### src/rtl/nco_sweep_ctrl.sv
// nco_sweep_ctrl
//   Sequencer for the DDS/NCO phase-accumulator counter. Preloads the counter
//   phase, then walks the counter increment from a start value to a stop value
//   (up or down by one per step), holding each increment for a dwell count.
//   All outputs are registered.
//
//   Optional feature macro: SWEEP_PAUSE_EN
//     defined   : adds input 'pause'. While high in RUN, the counter is disabled
//                 and the sweep position (dwell count, incr, step index) is frozen.
//     undefined : no 'pause' port; behaves as if pause were tied low.
module nco_sweep_ctrl #(
   parameter int ADDR_WIDTH  = 10,
   parameter int INCR_WIDTH  = 4,
   parameter int DWELL_WIDTH = 16
) (
   input  logic                   clk,
   input  logic                   reset,
   input  logic                   start,
   input  logic                   abort,
`ifdef SWEEP_PAUSE_EN
   input  logic                   pause,
`endif
   input  logic [ADDR_WIDTH-1:0]  cfg_phase,
   input  logic [INCR_WIDTH-1:0]  cfg_start,
   input  logic [INCR_WIDTH-1:0]  cfg_stop,
   input  logic [DWELL_WIDTH-1:0] cfg_dwell,
   input  logic                   cfg_updn,
   output logic                   ctr_enable,
   output logic                   ctr_updn,
   output logic                   ctr_preload,
   output logic [ADDR_WIDTH-1:0]  ctr_pl_data,
   output logic [INCR_WIDTH-1:0]  ctr_incr,
   output logic                   busy,
   output logic                   done,
   output logic [INCR_WIDTH-1:0]  step_idx
);

   typedef enum logic [1:0] {
      ST_IDLE = 2'd0,
      ST_LOAD = 2'd1,
      ST_RUN  = 2'd2,
      ST_DONE = 2'd3
   } state_t;

   state_t                 state, state_nxt;
   logic [DWELL_WIDTH-1:0] dwell_cnt, dwell_cnt_nxt;

   // Sweep shadows. Phase, start incr and direction need no separate shadow:
   // they are captured straight into ctr_pl_data / ctr_incr / ctr_updn, which
   // hold their value for the whole sweep.
   logic [INCR_WIDTH-1:0]  sh_stop, sh_stop_nxt;
   logic [DWELL_WIDTH-1:0] sh_dwell_last, sh_dwell_last_nxt;
   logic                   sh_step_up, sh_step_up_nxt;

   logic                   enable_nxt, updn_nxt, preload_nxt, busy_nxt, done_nxt;
   logic [ADDR_WIDTH-1:0]  pl_data_nxt;
   logic [INCR_WIDTH-1:0]  incr_nxt, step_idx_nxt;
   logic                   pause_act;

`ifdef SWEEP_PAUSE_EN
   assign pause_act = pause;
`else
   assign pause_act = 1'b0;
`endif

   // Next-state and next-output decode; outputs are registered below so each
   // state's output values are produced on the edge that enters that state.
   always_comb begin
      // NOTE: every signal gets a default before the case; a path that leaves
      // one unassigned would infer a latch.
      state_nxt         = state;
      dwell_cnt_nxt     = dwell_cnt;
      sh_stop_nxt       = sh_stop;
      sh_dwell_last_nxt = sh_dwell_last;
      sh_step_up_nxt    = sh_step_up;
      enable_nxt        = 1'b0;
      preload_nxt       = 1'b0;
      busy_nxt          = 1'b0;
      done_nxt          = 1'b0;
      updn_nxt          = ctr_updn;
      pl_data_nxt       = ctr_pl_data;
      incr_nxt          = ctr_incr;
      step_idx_nxt      = step_idx;

      if (abort) begin
         // Stop at once: counter disabled, no done pulse, incr left as is.
         state_nxt = ST_IDLE;
      end else begin
         case (state)
            ST_IDLE: begin
               if (start) begin
                  state_nxt         = ST_LOAD;
                  sh_stop_nxt       = cfg_stop;
                  sh_step_up_nxt    = (cfg_stop > cfg_start);
                  // A zero dwell is stretched to one cycle per step.
                  sh_dwell_last_nxt = (cfg_dwell == '0) ? '0
                                                         : cfg_dwell - DWELL_WIDTH'(1);
                  preload_nxt       = 1'b1;
                  enable_nxt        = 1'b1;
                  busy_nxt          = 1'b1;
                  pl_data_nxt       = cfg_phase;
                  incr_nxt          = cfg_start;
                  updn_nxt          = cfg_updn;
                  dwell_cnt_nxt     = '0;
                  step_idx_nxt      = '0;
               end
            end
            ST_LOAD: begin
               state_nxt     = ST_RUN;
               enable_nxt    = 1'b1;
               busy_nxt      = 1'b1;
               dwell_cnt_nxt = '0;
               step_idx_nxt  = '0;
            end
            ST_RUN: begin
               busy_nxt = 1'b1;
               if (pause_act) begin
                  // Frozen: counter disabled, sweep position untouched.
                  enable_nxt = 1'b0;
               end else if (dwell_cnt == sh_dwell_last) begin
                  if (ctr_incr == sh_stop) begin
                     state_nxt = ST_DONE;
                     busy_nxt  = 1'b0;
                     done_nxt  = 1'b1;
                  end else begin
                     // Never wraps: stepping always lands on sh_stop.
                     enable_nxt    = 1'b1;
                     incr_nxt      = sh_step_up ? ctr_incr + INCR_WIDTH'(1)
                                                : ctr_incr - INCR_WIDTH'(1);
                     dwell_cnt_nxt = '0;
                     step_idx_nxt  = step_idx + INCR_WIDTH'(1);
                  end
               end else begin
                  enable_nxt    = 1'b1;
                  dwell_cnt_nxt = dwell_cnt + DWELL_WIDTH'(1);
               end
            end
            ST_DONE: begin
               state_nxt = ST_IDLE;
            end
            default: begin
               state_nxt = ST_IDLE;
            end
         endcase
      end
   end

   // State, sweep shadows and registered outputs; reset clears everything.
   always_ff @(posedge clk or negedge reset) begin
      if (!reset) begin
         state         <= ST_IDLE;
         dwell_cnt     <= '0;
         sh_stop       <= '0;
         sh_dwell_last <= '0;
         sh_step_up    <= 1'b0;
         ctr_enable    <= 1'b0;
         ctr_updn      <= 1'b0;
         ctr_preload   <= 1'b0;
         ctr_pl_data   <= '0;
         ctr_incr      <= '0;
         busy          <= 1'b0;
         done          <= 1'b0;
         step_idx      <= '0;
      end else begin
         // NOTE: non-blocking assignments so every register samples the
         // pre-edge values, independent of statement order.
         state         <= state_nxt;
         dwell_cnt     <= dwell_cnt_nxt;
         sh_stop       <= sh_stop_nxt;
         sh_dwell_last <= sh_dwell_last_nxt;
         sh_step_up    <= sh_step_up_nxt;
         ctr_enable    <= enable_nxt;
         ctr_updn      <= updn_nxt;
         ctr_preload   <= preload_nxt;
         ctr_pl_data   <= pl_data_nxt;
         ctr_incr      <= incr_nxt;
         busy          <= busy_nxt;
         done          <= done_nxt;
         step_idx      <= step_idx_nxt;
      end
   end

endmodule

### config.mk
export PLATFORM = sky130hd
export DESIGN_NAME = nco_sweep_ctrl
export DESIGN_NICKNAME = d
export VERILOG_FILES = /design/src/rtl/nco_sweep_ctrl.sv
export SDC_FILE = /design/constraint.sdc
export NUM_CORES = 1
export LEC_CHECK = 0
export ABC_CLOCK_PERIOD_IN_PS = 3480
export CORE_UTILIZATION = 58
export DETAILED_ROUTE_END_ITERATION = 12
export PLACE_DENSITY = 0.94
export SLEW_MARGIN = 20
export SYNTH_ARGS = -nofsm -noshare
export SYNTH_HDL_FRONTEND = slang
export SYNTH_SLANG_ARGS = --single-unit
### constraint.sdc
create_clock -name clk -period 3.48 [get_ports clk]
set_clock_uncertainty 0.2 [all_clocks]
set_input_delay 0.348 -clock clk [delete_from_list [all_inputs] [get_ports clk]]
set_output_delay 0.348 -clock clk [all_outputs]
set_load 0.01 [all_outputs]
**Word level (Yosys, flattened, before mapping)**

Cells that the tools add are included.

- Bits in registers: 61
- Input bits: 39

- Add/subtract/negate cells: 5
- Order comparisons: 1
- Equal/unequal tests: 12
- Mux-type cells: 30
- Bitwise gates (word level): 1
- Reduce and logical (&&, ||, !) cells: 9

Operators with widths:

| cell | number |
|---|---|
| $mux W16 | 4 |
| $pmux W16 S3 | 1 |
| $mux W4 | 7 |
| $add A16 B1 Y16 const B | 1 |
| $eq A16 B16 Y1 | 1 |
| $logic_not A16 Y1 | 1 |
| $sub A16 B1 Y16 const B | 1 |
| $ne A3 B3 Y1 const B | 4 |
| $pmux W4 S3 | 1 |
| $mux W1 | 10 |
| $reduce_and A5 Y1 | 2 |
| $add A4 B1 Y4 const B | 2 |
| $mux W2 | 4 |
| $pmux W2 S4 | 1 |
| $pmux W4 S2 | 1 |
| $ne A2 B2 Y1 const B | 3 |
| $reduce_and A3 Y1 | 2 |
| $eq A2 B2 Y1 const B | 2 |
| $eq A4 B4 Y1 | 1 |
| $gt A4 B4 Y1 | 1 |
| $reduce_and A4 Y1 | 1 |
| $sub A4 B1 Y4 const B | 1 |
| $pmux W1 S3 | 1 |
| $reduce_bool A3 Y1 | 1 |
| other kinds (4) | 4 |

**Depth between registers and ports, before layout**

Gate-level depths: netlist of the first run.

- Word-level depth: 5
- Gate-level depth with buffers: 11

**Least setup slack after synthesis of the first run**

OpenSTA, ideal clock, no wires.

- Path type: reg-to-reg
- From: reg state[0]
- To: reg dwell_cnt[10]
- Arrival time: 1.981 ns
- Data required time: 3.136 ns
- Setup slack: 1.155 ns
- Stages on the path, launching flop included: 11
- Clock period less this slack: 2.325 ns
- Cell sequence: dfrtp_1 > inv_1 > ha_1 > clkbuf_1 > nor2b_1 > buf_2 > or2_1 > buf_2 > or3_1 > o211ai_1 > a22oi_1

- Word-level cells in the longest chain between the ends: 3
- Elaborated cells between the ends (all ways): 8
- Classes of those cells: 4 x eq/ne; 1 x mux; 3 x reduce/logical

Ends and longest elaborated chain:

| item | line | source |
|---|---|---|
| start, declared | 45 | `state_t state, state_nxt;` |
| start signal, assigned | 167 | `state <= state_nxt;` |
| $eq A2 B2 Y1, or another cell as far along | 89 | `case (state)` |
| $ne A3 B3 Y1 (no line), or another cell as far along | - |  |
| $reduce_and A4 Y1 (no line) | - |  |
| end signal, assigned | 168 | `dwell_cnt <= dwell_cnt_nxt;` |
| end, declared | 46 | `logic [DWELL_WIDTH-1:0] dwell_cnt, dwell_cnt_nxt;` |

Parallel ways exist; a longest one is shown, timed or not.
A chain may end at the register's enable or synchronous reset.

**Worst setup path after layout of the first run**

- From: reg state[0]
- To: reg step_idx[3]

- Word-level cells in the longest chain between the ends: 3
- Elaborated cells between the ends (all ways): 9
- Classes of those cells: 5 x eq/ne; 1 x mux; 3 x reduce/logical

Ends and longest elaborated chain:

| item | line | source |
|---|---|---|
| $eq A2 B2 Y1, or another cell as far along | 89 |  |
| $ne A2 B2 Y1 (no line) or $reduce_bool A3 Y1 (tied branches) | - |  |
| $reduce_and A5 Y1 (no line) | - |  |
| end signal, assigned | 179 | `step_idx <= step_idx_nxt;` |
| end, declared | 35 | `output logic [INCR_WIDTH-1:0] step_idx` |

Parallel ways exist; a longest one is shown, timed or not.

==> summary.txt, run 1 <==
number of placement rows: 29
weighted congestion at the end of routability-driven global placement: 0.916
post-synthesis instance total: 437
number of setup violations in the final report: 0
Resize count post-CTS: 0
# DRC: 0
peak fanout along the critical path: 18
Synth Register Bits: 61
cell type with the highest occurrence count on the critical path: sky130_fd_sc_hd__nor2_1
Diodes inserted: 0
critical path cell sequence: inv_1 -> ha_1 -> nor2b_1 -> or2_1 -> nor2_1 -> a41o_1 -> nor2_1
max_slew headroom: 0.381
most common cell after layout, fill and taps aside: sky130_fd_sc_hd__nand2_1
setup tns final: 0 ps
VDD IR-drop max: 449 µV
overall die height: 83.6 µm
Max Slew Vio Count: 0
Required @ worst endpoint: 3560 ps
data arrival time of the worst path: 2800 ps
cell type group with the largest total delay on the critical path: simple AND/OR/NAND/NOR gates
global route overflow: 0
static leakage: 2.04 nW
overall track demand over capacity in global routing: 0.291
first drt pass iteration count: 5
die width: 83.6 µm
number of primary I/O pins: 62
post-layout min period: 2720 ps
HP Start: ctr_pl_data[9]
Hold Violations, Final: 0
initial antenna violation count: 0
clock-pin slew on the worst setup and hold paths: 70 ps
via count of the first global-routing pass: 3,527
setup repair after global routing missed its margin: no
antenna-violating nets left: 0
Critical Path Start Type: flip-flop
worst hold slack: 282 ps
Clock Root Buffer: sky130_fd_sc_hd__clkbuf_8
combined area of all synthesized cells: 0.00386 mm²
pin count of the biggest net entering global routing: 42
result of the run: complete, no violations
most frequent cells in the layout: sky130_fd_sc_hd__nand2_1, sky130_fd_sc_hd__dfrtp_1, sky130_fd_sc_hd__clkdlybuf4s50_1
Critical Path Slowest Stage Cell: sky130_fd_sc_hd__or2_1
number of warning messages in the yosys log: 0
Period Utilization, post-route: 0.782
startpoint of the worst-slack reg-to-reg timing path: state[0]
Mean Syn Cell Area: 8.83 µm²
total core area: 0.00639 mm²
count of filler cells inserted in the layout: 462
sequential cell area fraction in the yosys report: 0.396
worst setup path startpoint: state[0]
CP peak stage delay: 560 ps
Initial Utilization: 0.604
critical path endpoint category: flip-flop
NumNets Final: 546
Crit Path Class: flip-flop to flip-flop
buffer levels on the longest clock path: 2
total via count after detailed routing: 3,597
number of library cell types mapped by synthesis: 62
global-route wire length before repair: 16,200 µm
total power density per cell area: 635 mW/mm²
average wire per cell in the routed design: 17.0 µm
Synth Net Count: 492
total number of H-tree levels: 3
violation count after the first detailed-route iteration: 395
max-cap violations: 0
fraction of layout cells with a size suffix above 1: 0.0726
number of vias per cell: 6.28
proportion of synthesized flip-flops having asynchronous set or reset: 1.00
clock sinks: 61
number of synthesized flops with an enable pin: 0
Hold Path Class: flip-flop to flip-flop
area of the multi-input gates: 0.00211 mm²
number of buffers created by CTS: 9
count of port buffers added during placement: 61
CTS tree: done
total die area: 0.00698 mm²
total length of routed wires: 9720 µm
Layout Area Growth over Synthesis: 22.2%
crit path buf inv count: 1
area taken by flip-flops and latches: 0.00153 mm²
timing-limited maximum frequency: 367 MHz
worst slew pin tran: 928 ps
clock network latency to the later pin of the worst-skew pair: 340 ps
most instantiated flip-flop cell in the synthesis netlist: sky130_fd_sc_hd__dfrtp_1
DP HPWL: 6900 µm
-- worst paths after layout --
path	slack (ps)	to	cells past startpoint
setup reg to reg	760	step_idx[3]	7
hold / removal	280	ctr_pl_data[9]	2
max in group asynchronous	1770	sh_dwell_last[0]	3
min in group asynchronous	470	ctr_incr[3]	2
hold reg to reg	280	ctr_pl_data[9]	2
setup / recovery	760	step_idx[3]	7
-- cells in the mapped netlist, types with 3 or more instances --
cell | n | area [µm²]
sky130_fd_sc_hd__ha_1 | 15 | 188
sky130_fd_sc_hd__o211ai_1 | 7 | 52.6
sky130_fd_sc_hd__buf_2 | 6 | 30.0
sky130_fd_sc_hd__a31oi_1 | 5 | 31.3
sky130_fd_sc_hd__nor4b_1 | 4 | 35.0
sky130_fd_sc_hd__nand4_1 | 11 | 68.8
sky130_fd_sc_hd__inv_1 | 23 | 86.3
sky130_fd_sc_hd__nor2b_1 | 9 | 56.3
sky130_fd_sc_hd__nor3_1 | 10 | 50.1
sky130_fd_sc_hd__and4_1 | 3 | 26.3
sky130_fd_sc_hd__dfrtp_1 | 61 | 1530
sky130_fd_sc_hd__nand3b_1 | 5 | 37.5
sky130_fd_sc_hd__nor4_2 | 3 | 37.5
sky130_fd_sc_hd__nor3_2 | 3 | 30.0
sky130_fd_sc_hd__nor2_1 | 14 | 52.6
sky130_fd_sc_hd__xor2_1 | 23 | 201
sky130_fd_sc_hd__o21ai_0 | 24 | 120
sky130_fd_sc_hd__and3_1 | 3 | 18.8
sky130_fd_sc_hd__a21oi_1 | 5 | 25.0
sky130_fd_sc_hd__or3_1 | 4 | 25.0
sky130_fd_sc_hd__a22oi_1 | 4 | 30.0
sky130_fd_sc_hd__xnor2_1 | 13 | 114
sky130_fd_sc_hd__nand2b_1 | 3 | 18.8
sky130_fd_sc_hd__clkbuf_1 | 14 | 52.6
sky130_fd_sc_hd__buf_6 | 3 | 33.8
sky130_fd_sc_hd__o221ai_1 | 6 | 52.6
sky130_fd_sc_hd__nor4_1 | 6 | 37.5
sky130_fd_sc_hd__nand2_1 | 85 | 319
sky130_fd_sc_hd__mux2i_1 | 3 | 30.0
sky130_fd_sc_hd__nand3_1 | 17 | 85.1
-- area by class of cell --
class | count | share of cell area
multi-input cells | 326 | 0.447
repair buffers | 69 | 0.142
well taps | 77 | 0.0204
inverters | 24 | 0.0191
flip-flops and latches | 61 | 0.324
clock buffers | 12 | 0.0329
clock inverters | 4 | 0.0149
-- through the flow --
| stage | area, µm² | setup WS (ps) | cells | utilization | power, mW |
|---|---|---|---|---|---|
| floorplan | 3860 | 1160 | 437 | - | 1.81 |
| global placement | 4480 | 773 | 556 | 0.701 | 2.19 |
| detailed placement | 4480 | 721 | 556 | 0.701 | 2.26 |
| CTS | 4710 | 780 | 573 | 0.738 | 2.98 |
| global route | 4710 | 496 | 573 | 0.738 | 3.16 |
| finish | 4710 | 757 | 573 | 0.738 | 2.99 |
-- per-layer routing --
layer / GRT usage / vias to the layer above / share of wire
li1: - / 1653 / -
met1: 0.363 / 1784 / 0.41
met2: 0.493 / 131 / 0.51
met3: 0.0396 / 29 / 0.054
met4: 0.156 / 0 / 0.028
met5: 0 / - / 0
-- report_power, final --
group | switching, mW | internal (mW) | total (mW)
clock network | 0.286 | 0.440 | 0.726
registers | 0.191 | 0.929 | 1.12
logic | 0.610 | 0.534 | 1.14
total | 1.09 | 1.90 | 2.99
-- sequential cells by signal, indices dropped and copies added, names as in the netlist --
signal	flops
step_idx	4
sh_stop	4
busy	1
state	2
ctr_incr	4
sh_step_up	1
done	1
ctr_preload	1
ctr_pl_data	10
sh_dwell_last	16
ctr_updn	1
dwell_cnt	16
-- repair_timing --
action,CTS,global route
hold endpoints to repair,40,0
buffers inserted,0,0
hold buffers,1,0
-- cell families after synthesis --
kind of cell / synth area share
AND/OR/NAND/NOR: 0.257
flip-flops: 0.396
AO/OA/AOI/OAI: 0.140
multiplexers: 0.0136
adder cells (fa/ha/maj): 0.0538
buffers and inverters: 0.0584
XOR/XNOR: 0.0817
-- worst register-to-register path, stage by stage (launching register included) --
cell and delay, ps:
sky130_fd_sc_hd__dfrtp_1 410, sky130_fd_sc_hd__inv_1 130, sky130_fd_sc_hd__ha_1 300, sky130_fd_sc_hd__nor2b_1 540, sky130_fd_sc_hd__or2_1 560, sky130_fd_sc_hd__nor2_1 160
sky130_fd_sc_hd__a41o_1 270, sky130_fd_sc_hd__nor2_1 80
Note: power is estimated with default switching activity, not from simulation.
==> inputs of run 2 (changes only) <==
Settings changed: ABC_CLOCK_PERIOD_IN_PS 3480 to 2450, CORE_UTILIZATION 58 to 49, PLACE_DENSITY 0.94 to 0.85.
Clock period 3.48 ns to 2.45 ns, I/O delays scaled along.
==> run 2 against run 1 <==
  * Clock power increased by 21%
  * Utilization fell by 7.3 points
  * Via count down 1.5%
  * Sequential cell count stayed put
  * Count of clock-buffer cells in the layout fell by 2
  * Sequential share of layout area down 1.6 points
  * Sequential power up 40%
  * Fmax increased by 16%
  * Hold slack got worse by 61 ps
  * Largest power group unchanged
==> summary.txt, run 2 (same netlist as run 1, synthesis figures left out) <==
result of the run: complete, no violations
final setup slack of the worst path: 106 ps (-651 ps)
DP HPWL: 7120 µm (+3.1%)
sequential power share: 0.372 (-0.002)
Critical Path Slowest Stage Cell: sky130_fd_sc_hd__dfrtp_1
Hold Violations, Final: 0 (unchanged)
share of the core filled with cells: 0.665 (-0.0727)
setup tns final: 0 ps (unchanged)
Max Slew Vio Count: 0 (unchanged)
Placement Setup Slack: -89.7 ps (-811 ps)
pin count of the biggest net entering global routing: 62 (+48%)
area taken by flip-flops and latches: 0.00153 mm² (unchanged)
Net Sw Power: 1.55 mW (+43%)
violation count after the first detailed-route iteration: 279 (-29%)
Clock power frac: 0.209 (-0.034)
Layout Area Growth over Synthesis: 28.4%
post-layout min period: 2340 ps (-379 ps)
total die area: 0.00823 mm² (+18%)
via count of the first global-routing pass: 3,442 (-2.4%)
total length of routed wires: 9440 µm (-2.8%)
critical path endpoint category: flip-flop
VDD IR-drop max: 501 µV (+11%)
total number of H-tree levels: 3 (unchanged)
overall die height: 90.7 µm (+8.6%)
clock-pin slew on the worst setup and hold paths: 80 ps (about the same)
max-cap violations: 0 (unchanged)
number of vias per cell: 5.66 (-9.9%)
most common cell after layout, fill and taps aside: sky130_fd_sc_hd__nand2_1
power share of the combinational group: 0.419 (+0.036)
Diodes inserted: 0 (unchanged)
Placed Cells incl. Taps: 607 (+9.2%)
clock sinks: 61 (unchanged)
global-route wire length before repair: 15,900 µm (-1.9%)
Period Utilization, post-route: 0.957 (+0.174)
number of buffers created by CTS: 9 (unchanged)
antenna-violating nets left: 0 (unchanged)
total via count after detailed routing: 3,542 (-1.5%)
cell type group with the largest total delay on the critical path: simple AND/OR/NAND/NOR gates
clock network latency to the later pin of the worst-skew pair: 350 ps (about the same)
non-filler instance count after layout: 626 (+9.2%)
data arrival time of the worst path: 2370 ps (-430 ps)
CP peak stage delay: 410 ps (-150 ps)
Required @ worst endpoint: 2480 ps (-1080 ps)
buffer levels on the longest clock path: 2 (unchanged)
top flop regs: dwell_cnt x16, sh_dwell_last x16, ctr_pl_data x10
Int Power: 2.66 mW (+40%)
max_slew headroom: 0.488 (+0.107)
crit path buf inv count: 1 (unchanged)
NumNets Final: 577 (+5.7%)
initial antenna violation count: 0 (unchanged)
Crit Path Class: flip-flop to flip-flop
count of port buffers added during placement: 61 (unchanged)
static leakage: 2.18 nW (+6.8%)
CTS tree: done
fraction of layout cells with a size suffix above 1: 0.129 (+0.0565)
Hold Path Class: input pin to flip-flop
timing-limited maximum frequency: 427 MHz (+16%)
most frequent cells in the layout: sky130_fd_sc_hd__nand2_1, sky130_fd_sc_hd__dfrtp_1, sky130_fd_sc_hd__clkdlybuf4s50_1
average wire per cell in the routed design: 15.1 µm (-11%)
Critical Path Start Type: flip-flop
Clock Root Buffer: sky130_fd_sc_hd__clkbuf_8
die width: 90.7 µm (+8.6%)
# DRC: 0 (unchanged)
number of setup violations in the final report: 0 (unchanged)
critical path cell sequence: ha_1 -> or2_0 -> buf_4 -> nor2_1 -> nand4_1 -> a211o_1 -> a32oi_1
peak fanout along the critical path: 5 (-13)
global route overflow: 0 (unchanged)
number of placement rows: 31 (+6.9%)
area of the multi-input gates: 0.00211 mm² (+0.12%)
first drt pass iteration count: 4 (-1)
total core area: 0.00745 mm² (+17%)
overall track demand over capacity in global routing: 0.241 (-0.0505)
weighted congestion at the end of routability-driven global placement: 0.975 (+6.4%)
Initial Utilization: 0.518 (-0.0861)
fraction of power spent switching nets: 0.369 (+0.00537)
setup repair after global routing missed its margin: no
number of primary I/O pins: 62 (unchanged)
worst slew pin tran: 769 ps (-160 ps)
total power density per cell area: 849 mW/mm² (+34%)
count of filler cells inserted in the layout: 640 (+39%)
-- run 2: changes by cell type in the layout (fill, tap and decap cells not counted) --
cell                         delta
sky130_fd_sc_hd__buf_12         +1
sky130_fd_sc_hd__buf_4         +30
sky130_fd_sc_hd__bufinv_16      -1
sky130_fd_sc_hd__clkbuf_8       -2
sky130_fd_sc_hd__clkinv_4       +1
sky130_fd_sc_hd__clkinvlp_4     +2
sky130_fd_sc_hd__o21ai_0        -1
sky130_fd_sc_hd__o21ai_1        +1
sky130_fd_sc_hd__or2_1          -1
sky130_fd_sc_hd__or2_4          +1
-- run 2: metrics by stage --
step	hold slack, ps	cell area (µm²)	total power, mW
6_report	221	4950	4.21
5_1_grt	234	4950	4.49
4_1_cts	215	4940	4.22
3_5_place_dp	253	4730	3.34
3_3_place_gp	250	4730	3.26
2_1_floorplan	-251	3860	2.57
-- run 2: layer usage --
layer	global-route usage	up-vias	routed length (µm)
met1	0.316	1730	4220
met2	0.395	85	4690
met5	0	-	0
met4	0.0847	0	136
li1	-	1713	-
met3	0.0471	14	395
-- run 2: power by group through the flow --
stage	clock network, mW	registers (mW)	logic (mW)
4_1_cts	0.893	1.57	1.76
3_3_place_gp	0	1.57	1.69
2_1_floorplan	0	1.60	0.968
3_5_place_dp	0	1.58	1.76
6_report	0.880	1.57	1.76
5_1_grt	0.939	1.60	1.96
-- run 2: area by class of cell --
type                    instances  area share
clock buffers                  10      0.0258
clock inverters                 6      0.0129
inverters                      24      0.0182
multi-input cells             326       0.426
flip-flops and latches         61       0.308
well taps                      99      0.0250
repair buffers                100       0.184
-- run 2: worst min-delay path, delay by kind of cell --
kind                   cells  cell delay [ps]
buffers and inverters      1              400
AND/OR/NAND/NOR            2              100
-- run 2: final timing paths --
| path | depth (start not counted) | startpoint | end | slack [ps] |
|---|---|---|---|---|
| worst max-delay path | 7 | state[0] | dwell_cnt[9] | 110 |
| worst min-delay path | 3 | cfg_phase[0] | ctr_pl_data[0] | 220 |
| worst max register to register | 7 | state[0] | dwell_cnt[9] | 110 |
| worst min register to register | 2 | ctr_pl_data[3] | ctr_pl_data[3] | 280 |
| max in group asynchronous | 3 | reset | dwell_cnt[7] | 1140 |
| min in group asynchronous | 3 | reset | ctr_pl_data[2] | 390 |
-- run 2: what timing repair did --
item | 4_1_cts | 5_1_grt
resized for setup | 0 | 2
hold buffers | 1 | 0
setup endpoints to repair | 0 | 9
setup buffers | 0 | 2
endpoints found under the hold margin | 61 | 0
==> inputs of run 3 (changes only) <==
Settings changed: ABC_CLOCK_PERIOD_IN_PS 2450 to 2600, CORE_UTILIZATION 49 to 54, PLACE_DENSITY 0.85 to 0.88.
Clock period 2.45 ns to 2.6 ns, I/O delays scaled along.
==> run 3 against run 2 <==
  * Die area decreased by 9.1%
  * Power decreased by 6.6%
  * Clock power is 2.8% lower
  * Count of clock-buffer cells in the layout is 1 lower
  * Routed wire length fell by 0.37%
  * Setup slack better by 100 ps
  * Utilization up 4.5 points
  * Critical endpoint is now dwell_cnt[4]
  * Largest power group unchanged
==> summary.txt, run 3 (same netlist as run 1, synthesis figures left out) <==
clock-pin slew on the worst setup and hold paths: 80 ps (about the same)
Critical Path Start Type: flip-flop
critical path cell sequence: xor2_1 -> nor4_2 -> nand4_2 -> buf_4 -> mux2_2 -> o211ai_1
top flop regs: dwell_cnt x16, sh_dwell_last x16, ctr_pl_data x10
die width: 86.5 µm (-4.6%)
Int Power: 2.46 mW (-7.5%)
Crit Path Class: flip-flop to flip-flop
Hold Path Class: input pin to flip-flop
Hold Violations, Final: 0 (unchanged)
antenna-violating nets left: 0 (unchanged)
power share of the combinational group: 0.402 (-0.017)
global-route wire length before repair: 15,900 µm (-0.22%)
R2R setup slack: 210 ps (+100 ps)
Critical Path Slowest Stage Cell: sky130_fd_sc_hd__dfrtp_1
number of placement rows: 30 (-3.2%)
overall track demand over capacity in global routing: 0.273 (+0.0325)
total core area: 0.00683 mm² (-8.3%)
Diodes inserted: 0 (unchanged)
most common cell after layout, fill and taps aside: sky130_fd_sc_hd__nand2_1
Required @ worst endpoint: 2670 ps (+190 ps)
setup tns final: 0 ps (unchanged)
CP peak stage delay: 480 ps (+70 ps)
count of port buffers added during placement: 61 (unchanged)
pin count of the biggest net entering global routing: 35 (-44%)
endpoint of the worst setup timing path: dwell_cnt[4]
worst slew pin tran: 696 ps (-72.2 ps)
Period Utilization, post-route: 0.920 (-0.0372)
violation count after the first detailed-route iteration: 361 (+29%)
DP HPWL: 6900 µm (-3.0%)
buffer levels on the longest clock path: 2 (unchanged)
worst reg2reg path depth: 6 (-1)
total power density per cell area: 811 mW/mm² (-4.6%)
post-layout min period: 2390 ps (+46.7 ps)
most frequent cells in the layout: sky130_fd_sc_hd__nand2_1, sky130_fd_sc_hd__dfrtp_1, sky130_fd_sc_hd__clkdlybuf4s50_1
via count of the first global-routing pass: 3,392 (-1.5%)
weighted congestion at the end of routability-driven global placement: 0.902 (-7.5%)
# DRC: 0 (unchanged)
max_slew headroom: 0.536 (+0.0482)
NumNets Final: 563 (-2.4%)
result of the run: complete, no violations
data arrival time of the worst path: 2460 ps (+90 ps)
clock network latency to the later pin of the worst-skew pair: 350 ps (about the same)
fraction of power spent switching nets: 0.375 (+0.00622)
setup repair after global routing missed its margin: no
share of the core filled with cells: 0.710 (+0.0447)
number of vias per cell: 5.79 (+2.4%)
startpoint of the worst-slack reg-to-reg timing path: dwell_cnt[5]
clock sinks: 61 (unchanged)
setup repair bufs after CTS: 0 (unchanged)
HP Start: cfg_phase[6]
average wire per cell in the routed design: 15.4 µm (+2.4%)
total number of H-tree levels: 3 (unchanged)
total length of routed wires: 9410 µm (-0.37%)
initial antenna violation count: 0 (unchanged)
worst setup path startpoint: dwell_cnt[5]
Crit Reg-Reg Endpoint: dwell_cnt[4]
first drt pass iteration count: 5 (+1)
CTS tree: done
critical path endpoint category: flip-flop
number of primary I/O pins: 62 (unchanged)
Clock Root Buffer: sky130_fd_sc_hd__clkbuf_8
Layout Area Growth over Synthesis: 25.7%
overall die height: 86.5 µm (-4.6%)
static leakage: 2.11 nW (-3.3%)
number of buffers created by CTS: 9 (unchanged)
Initial Utilization: 0.565 (+0.0467)
timing-limited maximum frequency: 418 MHz (-2.0%)
total via count after detailed routing: 3,529 (-0.37%)
global route overflow: 0 (unchanged)
VDD IR-drop max: 582 µV (+16%)
fraction of layout cells with a size suffix above 1: 0.105 (-0.0238)
peak fanout along the critical path: 19 (+14)
max-cap violations: 0 (unchanged)
Net Sw Power: 1.48 mW (-5.0%)
total die area: 0.00749 mm² (-9.1%)
Max Slew Vio Count: 0 (unchanged)
number of setup violations in the final report: 0 (unchanged)
Clock power frac: 0.218 (+0.009)
sequential power share: 0.381 (+0.009)
-- run 3: final cells by class --
class	count	area [µm²]
repair buffers	86	808
fillers	508	1980
multi-input cells	326	2110
inverters	24	90.1
clock buffers	9	124
clock inverters	7	75.1
well taps	96	120
flip-flops and latches	61	1530
-- run 3: how the worst min path moves through the flow --
stage | endpoint | slack (ps) | cells past startpoint
final | ctr_pl_data[6] | 230 | 3
after CTS | ctr_pl_data[9] | 220 | 3
after global placement | ctr_incr[1] | 150 | 1
after floorplan | busy | -240 | 0
after global routing | ctr_pl_data[6] | 240 | 3
after detailed placement | sh_step_up | 150 | 1
-- run 3: metrics by stage --
stage                     setup WS, ps  total power [mW]  cells  hold WS, ps  instance area (µm²)
after floorplan                    275              2.42    437         -236                 3860
after global placement             161              3.01    592          147                 4640
after detailed placement           114              3.08    592          153                 4640
after CTS                          214              3.95    609          222                 4850
after global routing              15.1              4.20    609          241                 4850
final                              209              3.93    609          235                 4850
-- run 3: repair_timing --
item	CTS	global route
resized for setup	0	0
endpoints found under the hold margin	27	0
hold buffers	1	0
-- run 3: critical path, delay by kind of cell (launching register included) --
kind                   cells  cell delay [ps]
XOR/XNOR                   1              200
buffers and inverters      1              300
AND/OR/NAND/NOR            2              640
AO/OA/AOI/OAI              1              180
multiplexers               1              290
flip-flops                 1              480
-- run 3: metal layers --
layer | part of all wire | GRT usage | up-vias
met3 | 0.058 | 0.0543 | 20
met2 | 0.49 | 0.453 | 152
met1 | 0.43 | 0.349 | 1668
met5 | 0 | 0 | -
li1 | - | - | 1689
met4 | 0.020 | 0.118 | 0
-- run 3: power by group through the flow --
| stage | combinational, mW | sequential, mW | clock, mW |
|---|---|---|---|
| final | 1.58 | 1.50 | 0.855 |
| after global routing | 1.75 | 1.53 | 0.922 |
| after CTS | 1.58 | 1.50 | 0.868 |
| after detailed placement | 1.57 | 1.51 | 0 |
| after global placement | 1.51 | 1.50 | 0 |
| after floorplan | 0.913 | 1.51 | 0 |
